File: src/rtl/eth_pkg.sv
// -----------------------------------------------------------------------------
// eth_pkg
// Shared definitions for the switch egress/ingress framing FSMs.
//
// The port FIFO carries 34-bit words:
//   [31:0] payload data
//   [32]   SOP, first word of a frame
//   [33]   EOP, last word of a frame
// The receive FSM writes this format and the transmit FSM reads it, so both
// import these definitions to keep the bit layout in one place.
// -----------------------------------------------------------------------------
package eth_pkg;

   localparam int unsigned DATA_W      = 32;
   localparam int unsigned SOP_BIT     = 32;
   localparam int unsigned EOP_BIT     = 33;
   localparam int unsigned FIFO_WORD_W = 34;

   // Widest legal inter-frame gap is 15, so 4 bits hold any gap count.
   localparam int unsigned IFG_CNT_W   = 4;

   typedef enum logic [1:0] {
      IDLE = 2'd0,
      XMIT = 2'd1,
      GAP  = 2'd2
   } xmt_state_t;

   // Field order matches the FIFO bit layout: eop is bit 33, sop is bit 32.
   typedef struct packed {
      logic              eop;
      logic              sop;
      logic [DATA_W-1:0] data;
   } fifo_word_t;

   // Reinterpret a raw FIFO read word as its fields.
   function automatic fifo_word_t unpack_word(input logic [FIFO_WORD_W-1:0] raw);
      return fifo_word_t'(raw);
   endfunction

endpackage

File: src/rtl/eth_ifg_timer.sv
// -----------------------------------------------------------------------------
// eth_ifg_timer
// Inter-frame gap down-counter for the transmit FSM.
//
// Ports:
//   clk     clock
//   reset   synchronous, active-low reset
//   load_i  pulse when an EOP beat is launched; reloads the gap count
//   done_o  high when the next frame may start reading from the FIFO
//
// The counter is loaded with IFG_CYCLES on the edge that launches the EOP beat,
// so it reads IFG_CYCLES during the EOP beat cycle and counts down by one per
// cycle after that, stopping at zero.
// -----------------------------------------------------------------------------
import eth_pkg::*;

module eth_ifg_timer #(
   parameter int unsigned IFG_CYCLES = 3
) (
   input  logic clk,
   input  logic reset,
   input  logic load_i,
   output logic done_o
);

   logic [IFG_CNT_W-1:0] cnt_q;
   logic [IFG_CNT_W-1:0] cnt_d;

   always_comb begin
      cnt_d = cnt_q;
      if (load_i) begin
         cnt_d = IFG_CNT_W'(IFG_CYCLES);
      end else if (cnt_q != '0) begin
         cnt_d = cnt_q - IFG_CNT_W'(1);
      end
   end

   always_ff @(posedge clk) begin
      if (!reset) begin
         cnt_q <= '0;
      end else begin
         cnt_q <= cnt_d;
      end
   end

   // A read issued now returns next cycle and becomes a beat the cycle after,
   // so reading may resume once only one idle cycle is still owed.
   assign done_o = (cnt_q <= IFG_CNT_W'(1));

endmodule

File: src/rtl/eth_xmt_fsm.sv
// -----------------------------------------------------------------------------
// eth_xmt_fsm
// Transmit-side framing FSM for one switch egress port.
//
// Pulls 34-bit words from the port FIFO (1-cycle registered read) and launches
// them as registered beats on the egress bus with SOP/EOP/valid strobes.
// Enforces a minimum inter-frame gap, idles through FIFO underrun mid-frame,
// drops words that arrive outside a frame and flags truncated frames.
//
// Ports:
//   clk         clock
//   reset       synchronous, active-low reset
//   fifoEmpty   port FIFO empty flag
//   fifoData    FIFO read data, valid the cycle after rdEnable
//   rdEnable    FIFO read strobe (combinational)
//   outData     egress data, 0 when no beat
//   outSop      first beat of frame
//   outEop      last beat of frame
//   outValid    beat valid
//   txActive    high from the SOP beat through the EOP beat inclusive
//   frameCount  frames completed with a proper EOP, wraps silently
//   errDrop     one-cycle pulse: word discarded (no SOP while idle)
//   errTrunc    one-cycle pulse: open frame cut short by a new SOP
//
// Timing: rdEnable in cycle t -> word on fifoData in t+1 -> beat in t+2.
// -----------------------------------------------------------------------------
import eth_pkg::*;

module eth_xmt_fsm #(
   parameter int unsigned IFG_CYCLES = 3,
   parameter int unsigned CNT_W      = 16
) (
   input  logic                   clk,
   input  logic                   reset,
   input  logic                   fifoEmpty,
   input  logic [FIFO_WORD_W-1:0] fifoData,
   output logic                   rdEnable,
   output logic [DATA_W-1:0]      outData,
   output logic                   outSop,
   output logic                   outEop,
   output logic                   outValid,
   output logic                   txActive,
   output logic [CNT_W-1:0]       frameCount,
   output logic                   errDrop,
   output logic                   errTrunc
);

   // ---------------------------------------------------------------------------
   // State and registered outputs
   // ---------------------------------------------------------------------------
   xmt_state_t          state_q, state_d;
   logic                rd_vld_q;
   logic [DATA_W-1:0]   out_data_q, out_data_d;
   logic                out_sop_q, out_sop_d;
   logic                out_eop_q, out_eop_d;
   logic                out_valid_q, out_valid_d;
   logic                tx_active_q, tx_active_d;
   logic [CNT_W-1:0]    frame_cnt_q, frame_cnt_d;
   logic                err_drop_q, err_drop_d;
   logic                err_trunc_q, err_trunc_d;

   fifo_word_t          word;
   logic                ifg_done;
   logic                ifg_load;
   logic                gap_block;
   logic                eop_return;

   // Beat decode of the returning word, shared by next-state and outputs.
   logic                beat_vld;
   logic                beat_sop;
   logic                beat_eop;
   logic                drop;
   logic                trunc;

   assign word = unpack_word(fifoData);

   // ---------------------------------------------------------------------------
   // Inter-frame gap timer
   // ---------------------------------------------------------------------------
   eth_ifg_timer #(
      .IFG_CYCLES (IFG_CYCLES)
   ) u_ifg_timer (
      .clk    (clk),
      .reset  (reset),
      .load_i (ifg_load),
      .done_o (ifg_done)
   );

   // ---------------------------------------------------------------------------
   // FIFO read strobe
   // ---------------------------------------------------------------------------
   assign gap_block  = (state_q == GAP) && !ifg_done;
   // Holding off while an EOP returns keeps the next frame's SOP behind the
   // gap timer, which is only loaded once that EOP is decoded.
   assign eop_return = rd_vld_q && word.eop;
   // Gated by reset so nothing is popped while the port is held in reset.
   assign rdEnable   = reset && !fifoEmpty && !gap_block && !eop_return;

   // ---------------------------------------------------------------------------
   // Next-state and beat decode
   // ---------------------------------------------------------------------------
   always_comb begin
      state_d  = state_q;
      beat_vld = 1'b0;
      beat_sop = 1'b0;
      beat_eop = 1'b0;
      drop     = 1'b0;
      trunc    = 1'b0;

      if (rd_vld_q) begin
         unique case (state_q)
            // GAP never sees a returning word (reads are held until the gap
            // ends), but decoding it like IDLE keeps any such word framed.
            IDLE, GAP: begin
               if (word.sop) begin
                  beat_vld = 1'b1;
                  beat_sop = 1'b1;
                  beat_eop = word.eop;
                  state_d  = word.eop ? GAP : XMIT;
               end else begin
                  drop = 1'b1;
               end
            end
            XMIT: begin
               beat_vld = 1'b1;
               beat_sop = word.sop;
               beat_eop = word.eop;
               trunc    = word.sop;
               if (word.eop) begin
                  state_d = GAP;
               end
            end
            default: begin
               state_d = IDLE;
            end
         endcase
      end else if ((state_q == GAP) && ifg_done) begin
         state_d = IDLE;
      end
   end

   assign ifg_load = beat_eop;

   // ---------------------------------------------------------------------------
   // Output next-state
   // ---------------------------------------------------------------------------
   always_comb begin
      out_valid_d = beat_vld;
      out_sop_d   = beat_sop;
      out_eop_d   = beat_eop;
      out_data_d  = beat_vld ? word.data : '0;
      // Covers the EOP beat itself, where the FSM is already heading to GAP.
      tx_active_d = beat_vld || (state_d == XMIT);
      err_drop_d  = drop;
      err_trunc_d = trunc;
      frame_cnt_d = frame_cnt_q;
      if (beat_eop) begin
         frame_cnt_d = frame_cnt_q + CNT_W'(1);
      end
   end

   // ---------------------------------------------------------------------------
   // Registers
   // ---------------------------------------------------------------------------
   always_ff @(posedge clk) begin
      if (!reset) begin
         state_q     <= IDLE;
         rd_vld_q    <= 1'b0;
         out_data_q  <= '0;
         out_sop_q   <= 1'b0;
         out_eop_q   <= 1'b0;
         out_valid_q <= 1'b0;
         tx_active_q <= 1'b0;
         frame_cnt_q <= '0;
         err_drop_q  <= 1'b0;
         err_trunc_q <= 1'b0;
      end else begin
         state_q     <= state_d;
         rd_vld_q    <= rdEnable;
         out_data_q  <= out_data_d;
         out_sop_q   <= out_sop_d;
         out_eop_q   <= out_eop_d;
         out_valid_q <= out_valid_d;
         tx_active_q <= tx_active_d;
         frame_cnt_q <= frame_cnt_d;
         err_drop_q  <= err_drop_d;
         err_trunc_q <= err_trunc_d;
      end
   end

   assign outData    = out_data_q;
   assign outSop     = out_sop_q;
   assign outEop     = out_eop_q;
   assign outValid   = out_valid_q;
   assign txActive   = tx_active_q;
   assign frameCount = frame_cnt_q;
   assign errDrop    = err_drop_q;
   assign errTrunc   = err_trunc_q;

endmodule

File: config.mk
export PLATFORM = sky130hd
export DESIGN_NAME = eth_xmt_fsm
export DESIGN_NICKNAME = d
export VERILOG_FILES = /design/src/rtl/eth_pkg.sv /design/src/rtl/eth_ifg_timer.sv /design/src/rtl/eth_xmt_fsm.sv
export SDC_FILE = /design/constraint.sdc
export NUM_CORES = 1
export LEC_CHECK = 0
export ABC_AREA = 1
export CORE_ASPECT_RATIO = 2
export CORE_UTILIZATION = 46
export DETAILED_ROUTE_END_ITERATION = 8
export PLACE_DENSITY = 0.84
export SYNTH_ARGS = -nofsm -noshare
export SYNTH_HDL_FRONTEND = slang
export SYNTH_SLANG_ARGS = --single-unit
export TNS_END_PERCENT = 5
File: constraint.sdc
create_clock -name clk -period 2.85 [get_ports clk]
set_clock_uncertainty 0.05 [all_clocks]
set_input_delay 0.285 -clock clk [delete_from_list [all_inputs] [get_ports clk]]
set_output_delay 0.285 -clock clk [all_outputs]
set_load 0.02 [all_outputs]
==> impl_metrics.csv, run 1 <==
group,metric,value,unit
sta,fmax,414,MHz
synthesis,synth-seq-area-share,53.2,%
floorplanning,num_rows,36,
cells_and_area,final_common_cell,"clkdlybuf4s50_1",
placement,place.gp.congestion,0.836,
power,irDropWorstVdd,0.000424,V
global_routing,grt_antenna_before_repair,0,
cts,clockRootBuffer,"clkbuf_8",
floorplanning,die_w,52.0,um
synthesis,synth_top_cell_by_area,"dfxtp_1",
setup_path,rrSetupSlack,1.32,ns
floorplanning,io_pins,92,
placement,post-dp-hpwl,4.01,mm
setup_path,critPathLaunchType,"flop",
sta,fin_tns_setup,0,ns
setup_path,max_stage_delay,0.56,ns
cells_and_area,syn_to_final_growth,49.3,%
sta,period_needed,2.41,ns
cells_and_area,nets,433,
power,power,1.95,mW
synthesis,synth_area_leaders,"dfxtp_1, inv_1, nor2_1",
setup_path,reg2reg_depth,8,
worst_hold_path,hold_end,"outData[16]$_SDFF_PN0_",
cts,cts_tree,"done",
synthesis,syn_nets,336,
cts,cts.sinks,61,
cells_and_area,fin_util,71.2,%
cts,cts_setup_buffers,0,
setup_path,cpMaxStageDelayCell,"clkdlybuf4s50_1",
setup_path,critical_path.top_delay_family,"buffers and inverters",
drt,drtPass1Iterations,4,
floorplanning,start_util,47.7,%
global_routing,use_met3,6.70,%
setup_path,required,2.52,ns
setup_path,crit_path_cell_trace,"inv_1 > ha_1 > o21ai_0 > a311oi_1 > clkdlybuf4s50_1",
drt,drtIter0Drc,38,
setup_path,timing.rr.end,"frameCount[8]$_SDFFE_PN0P_",
drt,via_count,2122,
global_routing,grt_pass1_vias,2013,
global_routing,grt_usage,20.8,%
cells_and_area,finalNonFillerCells,455,
worst_hold_path,hp-class,"primary input to flop",
setup_path,regToRegStartpoint,"frameCount[1]$_SDFFE_PN0P_",
cts,clk_path_buf_depth,2,
cts,insertion_delay,0.32,ns
setup_path,worstSetupPathType,"flop to primary output",
global_routing,grt_pass1_wl,8.18,mm
placement,dp_cells,439,
sta,worst_pin_slew,0.538,ns
cts,path_clk_slew,0.07,ns
sta,slew_headroom,64.1,%
drt,wl_per_cell,11.7,um
cells_and_area,diodes,0,
floorplanning,core,0.00482,mm2
synthesis,syn_area_per_cell,7.76,um2
placement,dpl_worst_slack,0.497,ns
drt,remaining_drc_errors,0,
floorplanning,dieArea,0.00530,mm2
drt,routed_wirelength,5.31,mm
global_routing,grt_max_degree,34,
sta,grt_setup_unrepaired,"no",
global_routing,globalRouteOverflowTotal,0,
setup_path,worst-path-max-fanout,4,
sta,worst_slack,0.436,ns
cells_and_area,drive_above_1_share,6.53,%
synthesis,synth_top_area_share,53.2,%
placement,port_buffers,91,
cells_and_area,stdcell_area,0.00343,mm2
synthesis,synth_cells,296,
cts,cts_buffers,9,
placement,place_area,0.00323,mm2
global_routing,grtUsageMet1,18.3,%
job,maxCapViolations,0,
drt,vias_per_cell,4.66,
setup_path,arrival,2.08,ns
run_status,status,"finished, final reports clean",
cts,cts_hold_buf,0,
sta,report.final.hold_viol_count,0,
sta,whs,0.428,ns
worst_hold_path,holdPathStages,3,
cts,htree_num_levels,3,
cts,post_cts_resized,0,
cells_and_area,most-common-layout-cells,"clkdlybuf4s50_1, inv_1, dfxtp_1, nor2_1, nand2_1",
power,powerDensity,569,mW/mm2
sta,maxSlewViolCount,0,
worst_hold_path,holdCritStartpoint,"fifoData[16]",
sta,fin_crit_sh,84.7,%
sta,setup_viol,0,
synthesis,synth_warnings,0,
global_routing,busiest_layer,"met2",
global_routing,grt_util_met2,40.0,%
synthesis,ys_seq_elements,61,
power,leakagePower,1.55,nW
synthesis,synth_cell_type_count,29,
setup_path,worst-path-buf-inv,2,
drt,drtAntennaViolNets,0,
cells_and_area,nFillCells,364,
synthesis,syn_area,0.00230,mm2
floorplanning,die_y,102,um
setup_path,end_kind,"primary output",
[worst min-delay path, cell delays in order]
cell and delay (ns):
clkdlybuf4s50_1 0.39, inv_1 0.05, nor2_1 0.03
[flip-flops by register name, summed over array words and instances, names as in the netlist]
signal and count:
outValid 1, outData 32, frameCount 16, u_ifg_timer.cnt_q 4, errDrop 1, txActive 1, rd_vld_q 1, errTrunc 1
outSop 1, outEop 1, state_q 2
[per-layer routing]
metal	vias to the layer above	share of wire, %
li1	1081	-
met1	954	37
met2	80	55
met3	7	7.0
met4	0	0.87
met5	-	0
[synthesized netlist by cell type]
library cell	instances
inv_1	62
dfxtp_1	61
nor2_1	59
nand2_1	49
o21ai_0	10
nand3_1	9
nor3_1	8
a21oi_1	6
buf_6	4
nand4_1	4
ha_1	3
a311oi_1	2
inv_2	2
nor2_4	2
a31oi_1	1
and3_1	1
buf_2	1
clkbuf_1	1
clkinv_1	1
nand2_4	1
nand3_4	1
nor2_2	1
nor3_4	1
nor3b_1	1
nor4_1	1
o21ai_1	1
o21bai_1	1
or2_2	1
xnor2_1	1
[report_power, final]
part	total, mW	switching [mW]	internal (mW)
sequential	0.925	0.0294	0.896
clock	0.721	0.313	0.408
combinational	0.307	0.165	0.142
total	1.95	0.507	1.45
[how the worst max path moves through the flow]
stage / from / endpoint / slack, ns / depth (start not counted)
finish: u_ifg_timer.cnt_q[0]$_SDFFE_PN0P_ / rdEnable / 0.44 / 5
CTS: u_ifg_timer.cnt_q[0]$_SDFFE_PN0P_ / rdEnable / 0.42 / 5
global route: u_ifg_timer.cnt_q[0]$_SDFFE_PN0P_ / rdEnable / 0.33 / 5
floorplan: reset / rdEnable / 1.15 / 4
global placement: reset / rdEnable / 0.50 / 5
detailed placement: reset / rdEnable / 0.50 / 5
[final cells by class]
| type | count | area, um2 | share of cell area [%] |
|---|---|---|---|
| tap | 57 | 71.3 | 2.08 |
| sequential | 61 | 1220 | 35.6 |
| multi-input combinational | 164 | 778 | 22.7 |
| clock buffer | 13 | 179 | 5.22 |
| timing repair buffer | 92 | 918 | 26.8 |
| inverter | 65 | 244 | 7.11 |
| clock inverter | 3 | 17.5 | 0.511 |
[kinds of logic after synthesis]
group	Yosys count	synth area share, %
AND/OR/NAND/NOR	139	26.8
AO/OA/AOI/OAI	21	5.07
XOR/XNOR	1	0.381
adder cells (fa/ha/maj)	3	1.63
buffers and inverters	71	13.0
flip-flops	61	53.2
(Power assumes the default switching activity.)
==> inputs of run 2 (changes only) <==
--- a/config.mk
+++ b/config.mk
@@ -7,9 +7,9 @@
 export LEC_CHECK = 0
 export ABC_AREA = 1
 export CORE_ASPECT_RATIO = 2
-export CORE_UTILIZATION = 46
+export CORE_UTILIZATION = 39
 export DETAILED_ROUTE_END_ITERATION = 8
-export PLACE_DENSITY = 0.84
+export PLACE_DENSITY = 0.76
 export SYNTH_ARGS = -nofsm -noshare
 export SYNTH_HDL_FRONTEND = slang
 export SYNTH_SLANG_ARGS = --single-unit
==> constraint.sdc (replaced) <==
create_clock -name clk -period 2 [get_ports clk]
set_clock_uncertainty 0.05 [all_clocks]
set_input_delay 0.2 -clock clk [delete_from_list [all_inputs] [get_ports clk]]
set_output_delay 0.2 -clock clk [all_outputs]
set_load 0.02 [all_outputs]
==> impl_metrics.csv, run 2 (synthesized netlist as in run 1, its figures left out) <==
group,metric,value,unit
power,p_switching,0.760,mW
cells_and_area,drive_above_1_share,6.97,%
setup_path,critical_path.top_delay_family,"buffers and inverters",
setup_path,critPathLaunchType,"flop",
cts,cts.sinks,61,
power,leakagePower,1.61,nW
worst_hold_path,holdPathStages,3,
power,irDropWorstVdd,0.000756,V
setup_path,worst-path-buf-inv,2,
sta,grt_setup_unrepaired,"no",
floorplanning,start_util,40.2,%
floorplanning,core,0.00571,mm2
cts,htree_num_levels,3,
sta,maxSlewViolCount,0,
drt,drtPass1Iterations,5,
power,p_sw_share,23.3,%
cts,cts_tree,"done",
power,power_frac_comb,14.2,%
drt,drtIter0Drc,35,
drt,wl_per_cell,11.0,um
placement,post-dp-hpwl,3.92,mm
cells_and_area,syn_to_final_growth,55.0,%
power,power,3.26,mW
floorplanning,die_y,111,um
cells_and_area,most-common-layout-cells,"clkdlybuf4s50_1, inv_1, dfxtp_1, nor2_1, nand2_1",
setup_path,crit_path_cell_trace,"inv_1 > ha_1 > o21ai_1 > a311oi_1 > dlygate4sd2_1",
cts,cts_hold_buf,0,
sta,period_needed,1.86,ns
sta,slew_headroom,65.3,%
setup_path,reg2reg_depth,8,
global_routing,globalRouteOverflowTotal,0,
power,powerDensity,915,mW/mm2
drt,remaining_drc_errors,0,
power,pwr-share-seq,40.5,%
drt,drtAntennaViolNets,0,
drt,vias_per_cell,4.54,
setup_path,rrSetupSlack,0.47,ns
sta,worst_pin_slew,0.519,ns
sta,fmax,537,MHz
cts,clk_path_buf_depth,2,
placement,port_buffers,91,
cells_and_area,largest_reg_flops,32,
global_routing,grt_pass1_wl,8.35,mm
floorplanning,die_w,56.3,um
drt,via_count,2104,
cts,cts_setup_buffers,0,
cts,post_cts_resized,1,
cells_and_area,stdcell_area,0.00356,mm2
run_status,status,"finished, final reports clean",
global_routing,grt_usage,17.1,%
setup_path,required,1.75,ns
setup_path,end_kind,"primary output",
global_routing,grt_antenna_before_repair,0,
global_routing,grt_max_degree,34,
setup_path,max_stage_delay,0.37,ns
worst_hold_path,hp-class,"primary input to flop",
worst_hold_path,hold_end,"outData[25]$_SDFF_PN0_",
power,p_int,2.50,mW
power,pwr-share-clk,45.3,%
floorplanning,num_rows,39,
floorplanning,io_pins,92,
setup_path,timing.rr.end,"frameCount[8]$_SDFFE_PN0P_",
sta,report.final.hold_viol_count,0,
setup_path,cpMaxStageDelayCell,"dfxtp_1",
sta,fin_crit_sh,93.1,%
cells_and_area,final_common_cell,"clkdlybuf4s50_1",
placement,place_area,0.00327,mm2
placement,place.gp.congestion,0.784,
cells_and_area,diodes,0,
cts,cts_buffers,9,
cells_and_area,nFillCells,489,
setup_path,arrival,1.61,ns
sta,setup_viol,0,
cells_and_area,fin_util,62.4,%
global_routing,grt_pass1_vias,2060,
cts,path_clk_slew,0.05,ns
setup_path,worst-path-max-fanout,4,
setup_path,worstSetupPathType,"flop to primary output",
placement,dpl_worst_slack,-0.110,ns
cells_and_area,nets,437,
floorplanning,dieArea,0.00622,mm2
cts,insertion_delay,0.32,ns
cts,clockRootBuffer,"clkbuf_16",
worst_hold_path,holdCritStartpoint,"fifoData[25]",
drt,routed_wirelength,5.10,mm
sta,worst_slack,0.137,ns
setup_path,regToRegStartpoint,"frameCount[1]$_SDFFE_PN0P_",
job,maxCapViolations,0,
-- run 2: cell type report --
cell class / count / area, um2 / share of cell area (%)
clock buffer: 12 / 246 / 6.92
clock inverter: 4 / 47.5 / 1.34
inverter: 65 / 244 / 6.85
multi-input combinational: 164 / 778 / 21.9
sequential: 61 / 1220 / 34.3
tap: 61 / 76.3 / 2.14
timing repair buffer: 96 / 947 / 26.6
-- run 2: how the worst max path moves through the flow --
stage                                       from  endpoint  slack, ns  cells past startpoint
6_report       u_ifg_timer.cnt_q[0]$_SDFFE_PN0P_  rdEnable       0.14                      5
5_1_grt        u_ifg_timer.cnt_q[0]$_SDFFE_PN0P_  rdEnable       0.05                      5
4_1_cts        u_ifg_timer.cnt_q[0]$_SDFFE_PN0P_  rdEnable       0.03                      5
3_5_place_dp                               reset  rdEnable      -0.11                      5
3_3_place_gp                               reset  rdEnable      -0.09                      5
2_1_floorplan  u_ifg_timer.cnt_q[0]$_SDFFE_PN0P_  rdEnable       0.45                      4
-- run 2: routing by layer --
metal | share of wire, % | vias to the layer above | routed length, um | GRT usage, %
met5 | 0 | - | 0 | 0
met4 | 1.8 | 0 | 91 | 8.94
met3 | 7.8 | 9 | 398 | 6.09
met2 | 53 | 87 | 2700 | 32.9
met1 | 37 | 921 | 1910 | 14.4
li1 | - | 1087 | - | -
-- run 2: per-stage QoR --
stage | instances | hold slack, ns | setup TNS, ns
floorplan | 296 | 0.262 | 0
global placement | 447 | 0.425 | -0.0878
detailed placement | 447 | 0.443 | -0.110
CTS | 463 | 0.341 | 0
global route | 463 | 0.355 | 0
finish | 463 | 0.357 | 0
-- run 2: worst register-to-register path: stages (launching register included) --
cell,delay [ns]
dfxtp_1,0.37
ha_1,0.22
inv_1,0.07
nor2_1,0.10
nand2_1,0.09
nor2_4,0.20
nand2_1,0.09
o21ai_0,0.16
nor2_1,0.05
-- run 2: power by group through the flow --
stage               Clock (mW)  Sequential (mW)  Combinational (mW)
floorplan                    0             1.36               0.243
global placement             0             1.34               0.445
detailed placement           0             1.34               0.462
CTS                       1.52             1.32               0.464
global route              1.56             1.32               0.520
finish                    1.48             1.32               0.463
==> inputs of run 3 (changes only) <==
--- a/config.mk
+++ b/config.mk
@@ -8,6 +8,7 @@
 export ABC_AREA = 1
 export CORE_ASPECT_RATIO = 2
 export CORE_UTILIZATION = 39
+export CTS_CLUSTER_DIAMETER = 200
 export DETAILED_ROUTE_END_ITERATION = 8
 export PLACE_DENSITY = 0.76
 export SYNTH_ARGS = -nofsm -noshare
==> results of run 3 <==
The final DEF is identical to that of run 2; final timing and power are the same.
